`src/rtl/branch_target_table.sv`:
```
// Branch-target table: forward index->target lookup plus a sequential
// reverse search that returns the lowest index holding a given target.
module branch_target_table #(
    parameter int unsigned D     = 12,
    parameter int unsigned A     = 8,
    parameter int unsigned DEPTH = 32
) (
    input  logic         clk,
    input  logic         rst_n,
    input  logic         wr_valid,
    output logic         wr_ready,
    input  logic [A-1:0] wr_idx,
    input  logic [D-1:0] wr_target,
    input  logic [A-1:0] rd_addr,
    output logic [D-1:0] rd_target,
    input  logic         srch_valid,
    output logic         srch_ready,
    input  logic [D-1:0] srch_target,
    output logic         srch_done,
    output logic         srch_hit,
    output logic [A-1:0] srch_idx,
    output logic         busy
);

    localparam int unsigned PW = (DEPTH > 1) ? $clog2(DEPTH) : 1;

    localparam logic [1:0] S_INIT   = 2'd0;
    localparam logic [1:0] S_IDLE   = 2'd1;
    localparam logic [1:0] S_SEARCH = 2'd2;
    localparam logic [1:0] S_DONE   = 2'd3;

    logic [1:0]    state;
    logic [1:0]    state_nxt;
    logic [PW-1:0] ptr;
    logic [PW-1:0] ptr_nxt;
    logic [D-1:0]  key;
    logic [D-1:0]  key_nxt;
    logic          hit_nxt;
    logic [A-1:0]  idx_nxt;

    logic [D-1:0]  mem [DEPTH];

    logic          wr_fire_c;
    logic          srch_fire_c;
    logic          init_clr_c;
    logic          wr_in_range_c;
    logic          rd_in_range_c;
    logic          last_c;

    // Handshake and status decode from the current state
    always_comb begin
        wr_ready      = (state == S_IDLE);
        srch_ready    = (state == S_IDLE) && !wr_valid;
        srch_done     = (state == S_DONE);
        busy          = (state == S_INIT) || (state == S_SEARCH);
        wr_in_range_c = (wr_idx < A'(DEPTH));
        rd_in_range_c = (rd_addr < A'(DEPTH));
        wr_fire_c     = rst_n && wr_valid && (state == S_IDLE) && wr_in_range_c;
        srch_fire_c   = srch_valid && (state == S_IDLE) && !wr_valid;
        init_clr_c    = rst_n && (state == S_INIT);
        last_c        = (ptr == PW'(DEPTH - 1));
    end

    // Forward lookup; cleared table reads as zero while initialising
    always_comb begin
        rd_target = '0;
        if (state != S_INIT && rd_in_range_c) begin
            rd_target = mem[rd_addr[PW-1:0]];
        end
    end

    // Next-state logic: clear sweep, search launch and linear compare walk
    always_comb begin
        state_nxt = state;
        ptr_nxt   = ptr;
        key_nxt   = key;
        hit_nxt   = srch_hit;
        idx_nxt   = srch_idx;
        case (state)
            S_INIT: begin
                ptr_nxt = ptr + PW'(1);
                if (last_c) begin
                    ptr_nxt   = '0;
                    state_nxt = S_IDLE;
                end
            end
            S_IDLE: begin
                if (srch_fire_c) begin
                    key_nxt   = srch_target;
                    ptr_nxt   = '0;
                    hit_nxt   = 1'b0;
                    idx_nxt   = '0;
                    state_nxt = S_SEARCH;
                end
            end
            S_SEARCH: begin
                if (mem[ptr] == key) begin
                    hit_nxt   = 1'b1;
                    idx_nxt   = A'(ptr);
                    state_nxt = S_DONE;
                end else if (last_c) begin
                    hit_nxt   = 1'b0;
                    idx_nxt   = '0;
                    state_nxt = S_DONE;
                end else begin
                    ptr_nxt = ptr + PW'(1);
                end
            end
            S_DONE: begin
                state_nxt = S_IDLE;
            end
            default: begin
                state_nxt = S_INIT;
                ptr_nxt   = '0;
            end
        endcase
    end

    // State and result registers; reset abandons any search in flight
    always_ff @(posedge clk) begin
        if (!rst_n) begin
            state    <= S_INIT;
            ptr      <= '0;
            key      <= '0;
            srch_hit <= 1'b0;
            srch_idx <= '0;
        end else begin
            state    <= state_nxt;
            ptr      <= ptr_nxt;
            key      <= key_nxt;
            srch_hit <= hit_nxt;
            srch_idx <= idx_nxt;
        end
    end

    // Table storage: clear sweep during INIT, loader writes in IDLE
    always_ff @(posedge clk) begin
        if (init_clr_c) begin
            mem[ptr] <= '0;
        end else if (wr_fire_c) begin
            mem[wr_idx[PW-1:0]] <= wr_target;
        end
    end

endmodule

```
`config.mk`:
```
export PLATFORM = sky130hd
export DESIGN_NAME = branch_target_table
export DESIGN_NICKNAME = d
export VERILOG_FILES = /design/src/rtl/branch_target_table.sv
export SDC_FILE = /design/constraint.sdc
export NUM_CORES = 1
export LEC_CHECK = 0
export ABC_AREA = 1
export BUFFER_PORTS_ARGS = -buffer_cell sky130_fd_sc_hd__buf_2
export CORE_ASPECT_RATIO = 1.2
export CORE_MARGIN = 2
export CORE_UTILIZATION = 33
export CTS_BUF_LIST = sky130_fd_sc_hd__clkbuf_4
export CTS_CLUSTER_SIZE = 8
export DETAILED_ROUTE_END_ITERATION = 12
export PLACE_DENSITY = 0.46
export SLEW_MARGIN = 20
export SYNTH_ARGS = -nofsm -noshare
export SYNTH_HDL_FRONTEND = slang
export SYNTH_SLANG_ARGS = --single-unit
export TNS_END_PERCENT = 20
```
`constraint.sdc`:
```
create_clock -name clk -period 3 [get_ports clk]
set_input_delay 0.6 -clock clk [delete_from_list [all_inputs] [get_ports clk]]
set_output_delay 0.6 -clock clk [all_outputs]
set_load 0.01 [all_outputs]
```
==> results.sh, run 1 <==
export IMPL_timing_final_crit_share=1.03
export IMPL_cts_tree="built"
export IMPL_vias_per_cell=5.45
export IMPL_synth_seq_area_share=0.582
export IMPL_failed_checks="setup timing"
export IMPL_postRouteAntennaNets=0
export IMPL_drt_iter0_drc=1869
export IMPL_synth_cells=2314
export IMPL_area_growth_pct=22.3
export IMPL_synth_ff_latch_count=414
export IMPL_power_density_nw_per_um2=734
export IMPL_root_buffer="clkbuf_4"
export IMPL_relSlewSlack=0.515
export IMPL_hold_path_class="in -> reg"
export IMPL_postSynth_asyncResetShare=0
export IMPL_antenna_found_initial=1
export IMPL_port_buffers=65
export IMPL_ys_flop_type="edfxtp_1"
export IMPL_clkTransAtPathRegs_ns=0.06
export IMPL_crit_fanout=2
export IMPL_hold_violations=0
export IMPL_timing_final_crit_period_ns=3.08
export IMPL_p_leak_nw=9.93
export IMPL_start_kind="register"
export IMPL_grt_pass1_wl_um=115000
export IMPL_synth_top_area_cell="edfxtp_1"
export IMPL_drv_cap=0
export IMPL_fin_skew_ns=0.0709
export IMPL_die_w_um=233
export IMPL_cp_startpoint="mem[30][3]$_DFFE_PP_"
export IMPL_wl_per_cell_um=23.3
export IMPL_power_w=0.0187
export IMPL_worstSetupPathType="reg -> out"
export IMPL_finalMaxSlewViolations=0
export IMPL_met2_usage=0.397
export IMPL_chipHeight_um=279
export IMPL_routabilityCongestion=0.855
export IMPL_clock_sinks=414
export IMPL_grt_ovfl_total=0
export IMPL_use_met1=0.295
export IMPL_syn_cell_area_um2=20900
export IMPL_ys_types=34
export IMPL_dr_pass1_iters=6
export IMPL_totalWireLength_um=79200
export IMPL_dpl_instance_area_um2=23500
export IMPL_cp_required_ns=2.40
export IMPL_htree_levels=3
export IMPL_core_um2=62300
export IMPL_design_area_um2=25500
export IMPL_crit_arrival_ns=2.48
export IMPL_r2r_start="state[0]$_SDFFE_PN0P_"
export IMPL_status="finished with violations"
export IMPL_met3_usage=0.0366
export IMPL_dp_hpwl_um=49000
export IMPL_io_pin_count=69
export IMPL_reg2reg_slack_ns=0.22
export IMPL_num_vias=18600
export IMPL_hold_start="srch_target[2]"
export IMPL_start_util=0.335
export IMPL_syn_area_per_cell_um2=9.01
export IMPL_grt_setup_unrepaired="true"
export IMPL_whs_ns=0.0741
export IMPL_drive_gt1_frac=0.194
export IMPL_netlist_top_cells_area="edfxtp_1 (55%), nand2_1 (9.6%), nand3_1 (8.1%)"
export IMPL_fin_util=0.409
export IMPL_die_area_um2=65200
export IMPL_cts_buffer_depth=3
export IMPL_cp_end_kind="output pin"
export IMPL_grt_pass1_vias=18300
export IMPL_ir_drop_uv=323
export IMPL_grtUsageTotal=0.238
export IMPL_synth_edf_count=384
export IMPL_tightest_slew_ns=0.725
export IMPL_setup_slack_ns=-0.0807
export IMPL_fmax_mhz=325
export IMPL_setup_tns_final_ns=-0.170
export IMPL_finalSetupViolations=4
export IMPL_busiest_layer="met2"
export IMPL_synth_top_cell_area_share=0.553
export IMPL_rows=100
export IMPL_nets=2562
export IMPL_cts_buffers=109
export IMPL_yosysWarnings=0
export IMPL_grt_start_max_net_pins=73
export IMPL_clk_latency_ns=0.91
export IMPL_drc=0
sequential cells by signal, indices dropped and copies added, names as in the netlist, named ones only:
register  count
mem         384
key          12
srch_hit      1
srch_idx      5
ptr           5
state         2
per-stage QoR:
stage	std cells	setup slack (ns)
6_report	3406	-0.0807
5_1_grt	3406	-0.143
4_1_cts	3395	-0.136
3_5_place_dp	3197	-0.373
3_3_place_gp	3197	-0.357
2_1_floorplan	2316	0.286
repair_timing:
item / in CTS / in global routing
setup endpoints to repair: 12 / 120
pin swaps: 9 / 26
hold buffers: 3 / 0
endpoints found under the hold margin: 3 / 0
setup buffers: 6 / 5
gates resized for setup: 49 / 71
gates cloned: 1 / 5
cell type report:
type                    count  area [µm²]
inverters                 101         402
clock buffers             163        1220
fillers                  6211       36800
flip-flops and latches    414       12100
repair buffers            252        2710
clock inverters            26         130
multi-input cells        1633        7860
well taps                 816        1020
diodes                      1        2.50
cell usage in the layout (no fill, tap or decap), drive strengths merged, types with 23 or more instances in the layout:
cell / instances
a21oi: 61
buf: 244
nand3: 340
dfxtp: 30
nand2: 536
o22ai: 23
clkinv: 24
inv: 102
nor2: 313
o221ai: 51
clkbuf: 168
edfxtp: 384
o21ai: 250
power by group:
| part | switching, W | internal, W |
|---|---|---|
| logic | 0.00469 | 0.00233 |
| registers | 0.000212 | 0.00655 |
| clock network | 0.00240 | 0.00254 |
| total | 0.00730 | 0.0114 |
critical path, stage by stage (launching register included):
cell and delay (ns):
edfxtp_1 0.35, o21ai_0 0.08, o22ai_1 0.16, nor2_1 0.07
o311ai_2 0.42, buf_4 0.19, nand2_2 0.04, a21oi_2 0.13
buf_2 0.15
metal layers:
metal,wire (µm),vias to the layer above
li1,-,8556
met1,31700,8985
met2,38300,838
met3,5240,195
met4,3960,0
met5,0,-
cell usage after synthesis (all sizes together), types with 2 or more instances:
| cell type | instances |
|---|---|
| a21oi | 61 |
| a31oi | 12 |
| buf | 78 |
| clkbuf | 90 |
| dfxtp | 30 |
| edfxtp | 384 |
| ha | 7 |
| inv | 100 |
| nand2 | 536 |
| nand3 | 340 |
| nand3b | 3 |
| nand4 | 2 |
| nor2 | 313 |
| o211ai | 18 |
| o21ai | 250 |
| o21bai | 2 |
| o221ai | 51 |
| o22ai | 23 |
| o311ai | 6 |
path summary, 6_finish.rpt:
| kind | cells past startpoint | end |
|---|---|---|
| max | 8 | rd_target[3] |
| min | 3 | key[2]$_SDFFE_PN0P_ |
| max reg2reg | 11 | mem[14][7]$_DFFE_PP_ |
| min reg2reg | 2 | key[8]$_SDFFE_PN0P_ |
logic make-up (layout without fill, tap and decap cells):
family                   Yosys count  after routing  synth area share
other                              1              4          0.000180
AND/OR/NAND/NOR                 1198           1198             0.238
XOR/XNOR                           1              1          0.000420
AO/OA/AOI/OAI                    424            424             0.117
flip-flops                       414            414             0.582
adder cells (fa/ha/maj)            7              7           0.00420
buffers and inverters            269            542            0.0584
(Power assumes the default switching activity.)
==> inputs of run 2 (changes only) <==
--- a/config.mk
+++ b/config.mk
@@ -18,4 +18,3 @@
 export SYNTH_ARGS = -nofsm -noshare
 export SYNTH_HDL_FRONTEND = slang
 export SYNTH_SLANG_ARGS = --single-unit
-export TNS_END_PERCENT = 20
==> run 2 against run 1 <==
The run still ends with setup timing left. Flip-flop and latch count stayed put. Sequential power barely moved. Critical endpoint unchanged. Largest power group unchanged. Cell count barely moved. Worst setup slack is essentially flat. Non-clock buffer count up 3.
==> results.sh, run 2 (same netlist as run 1, synthesis figures left out) <==
export IMPL_nets=2565
export IMPL_timing_final_crit_share=1.03
export IMPL_crit_arrival_ns=2.48
export IMPL_core_um2=62300
export IMPL_ir_drop_uv=319
export IMPL_root_buffer="clkbuf_4"
export IMPL_grt_start_max_net_pins=73
export IMPL_timing_final_crit_period_ns=3.08
export IMPL_setup_tns_final_ns=-0.114
export IMPL_final_cell_mix="nand2_1 (526), edfxtp_1 (384), nand3_1 (318)"
export IMPL_num_vias=18600
export IMPL_largest_reg_flops=384
export IMPL_drt_iter0_drc=1754
export IMPL_cp_end_kind="output pin"
export IMPL_drc=0
export IMPL_cts_tree="built"
export IMPL_finalMaxSlewViolations=0
export IMPL_totalWireLength_um=79400
export IMPL_clkTransAtPathRegs_ns=0.07
export IMPL_chipHeight_um=279
export IMPL_grt_ovfl_total=0
export IMPL_hold_start="srch_target[2]"
export IMPL_failed_checks="setup timing"
export IMPL_power_density_nw_per_um2=734
export IMPL_grtUsageTotal=0.239
export IMPL_dp_hpwl_um=49000
export IMPL_die_area_um2=65200
export IMPL_drive_gt1_frac=0.196
export IMPL_start_util=0.335
export IMPL_hold_path_class="in -> reg"
export IMPL_finalSetupViolations=2
export IMPL_fin_skew_ns=0.0686
export IMPL_hold_violations=0
export IMPL_wl_per_cell_um=23.3
export IMPL_grt_pass1_wl_um=115000
export IMPL_worstSetupPathType="reg -> out"
export IMPL_regMostFlops="mem"
export IMPL_grt_setup_unrepaired="true"
export IMPL_cp_required_ns=2.40
export IMPL_grt_pass1_vias=18400
export IMPL_postRouteAntennaNets=0
export IMPL_tightest_slew_ns=0.724
export IMPL_drv_cap=0
export IMPL_crit_fanout=2
export IMPL_routabilityCongestion=0.855
export IMPL_reg_top3="mem (384), key (12)"
export IMPL_r2r_start="state[1]$_SDFFE_PN0P_"
export IMPL_dr_pass1_iters=7
export IMPL_die_w_um=233
export IMPL_whs_endpoint="key[2]$_SDFFE_PN0P_"
export IMPL_relSlewSlack=0.516
export IMPL_status="finished with violations"
export IMPL_io_pin_count=69
export IMPL_fmax_mhz=325
export IMPL_rr_endpoint="mem[14][7]$_DFFE_PP_"
export IMPL_htree_levels=3
export IMPL_fin_util=0.411
export IMPL_cts_buffer_depth=3
export IMPL_clk_latency_ns=0.90
export IMPL_clock_sinks=414
export IMPL_cts_buffers=109
export IMPL_rr_worst_depth=11
export IMPL_final_fill_count=6196
export IMPL_setup_slack_ns=-0.0812
export IMPL_rows=100
export IMPL_hold_path_cell_count=3
export IMPL_final_common_cell="nand2_1"
export IMPL_stdcell_count=3409
export IMPL_vias_per_cell=5.46
export IMPL_area_growth_pct=22.8
export IMPL_placedCellCount=3197
export IMPL_power_w=0.0188
export IMPL_reg2reg_slack_ns=0.20
export IMPL_p_leak_nw=9.99
export IMPL_antenna_found_initial=1
export IMPL_port_buffers=65
export IMPL_start_kind="register"
## run 2: changes by cell type in the layout (fill, tap and decap cells not counted), sizes merged
| cell | change |
|---|---|
| clkbuf | +3 |
## run 2: critical path: stages, from the launching register on
cell      delay [ns]
edfxtp_1        0.35
o21ai_0         0.08
o22ai_1         0.17
nor2_1          0.07
o311ai_2        0.41
buf_4           0.19
nand2_2         0.04
a21oi_2         0.13
buf_2           0.15
## run 2: repair_timing
action | CTS | global route
endpoints found under the hold margin | 3 | 0
pin swaps | 11 | 19
hold buffers | 3 | 0
setup buffers | 7 | 5
cloned | 1 | 7
endpoints found under the setup margin | 12 | 286
resized for setup | 60 | 71
## run 2: worst max-delay path by stage
stage	start	end	slack, ns	cells after the start
finish	mem[30][3]$_DFFE_PP_	rd_target[3]	-0.08	8
global route	mem[30][3]$_DFFE_PP_	rd_target[3]	-0.14	8
CTS	mem[26][3]$_DFFE_PP_	rd_target[3]	-0.14	8
detailed placement	rd_addr[0]	rd_target[3]	-0.37	11
global placement	rd_addr[0]	rd_target[3]	-0.36	11
floorplan	rst_n	mem[1][0]$_DFFE_PP_	0.29	9
## run 2: metal layers
layer	track usage	wire length (µm)	up-vias
li1	-	-	8556
met1	0.296	31600	8998
met2	0.399	38800	866
met3	0.0358	5200	199
met4	0.129	3830	0
met5	0	0	-
## run 2: stage by stage
step / cell area, µm² / worst slack [ns] / hold WS, ns
after floorplan: 20900 / 0.286 / 0.444
after global placement: 23500 / -0.357 / 0.461
after detailed placement: 23500 / -0.373 / 0.467
after CTS: 25200 / -0.136 / 0.00879
after global routing: 25600 / -0.143 / 0.0639
final: 25600 / -0.0812 / 0.0765
## run 2: where the power goes
| group | total (W) | switching [W] | internal [W] |
|---|---|---|---|
| clock network | 0.00493 | 0.00240 | 0.00254 |
| registers | 0.00676 | 0.000211 | 0.00655 |
| logic | 0.00711 | 0.00472 | 0.00239 |
| total | 0.0188 | 0.00733 | 0.0115 |
## run 2: final cells by class
class / count / area, µm² / share of cell area
flip-flops and latches: 414 / 12100 / 0.474
clock buffers: 163 / 1220 / 0.0478
well taps: 816 / 1020 / 0.0399
multi-input cells: 1633 / 7920 / 0.309
repair buffers: 255 / 2780 / 0.108
clock inverters: 26 / 130 / 0.00508
diodes: 1 / 2.50 / 0.0000977
inverters: 101 / 402 / 0.0157
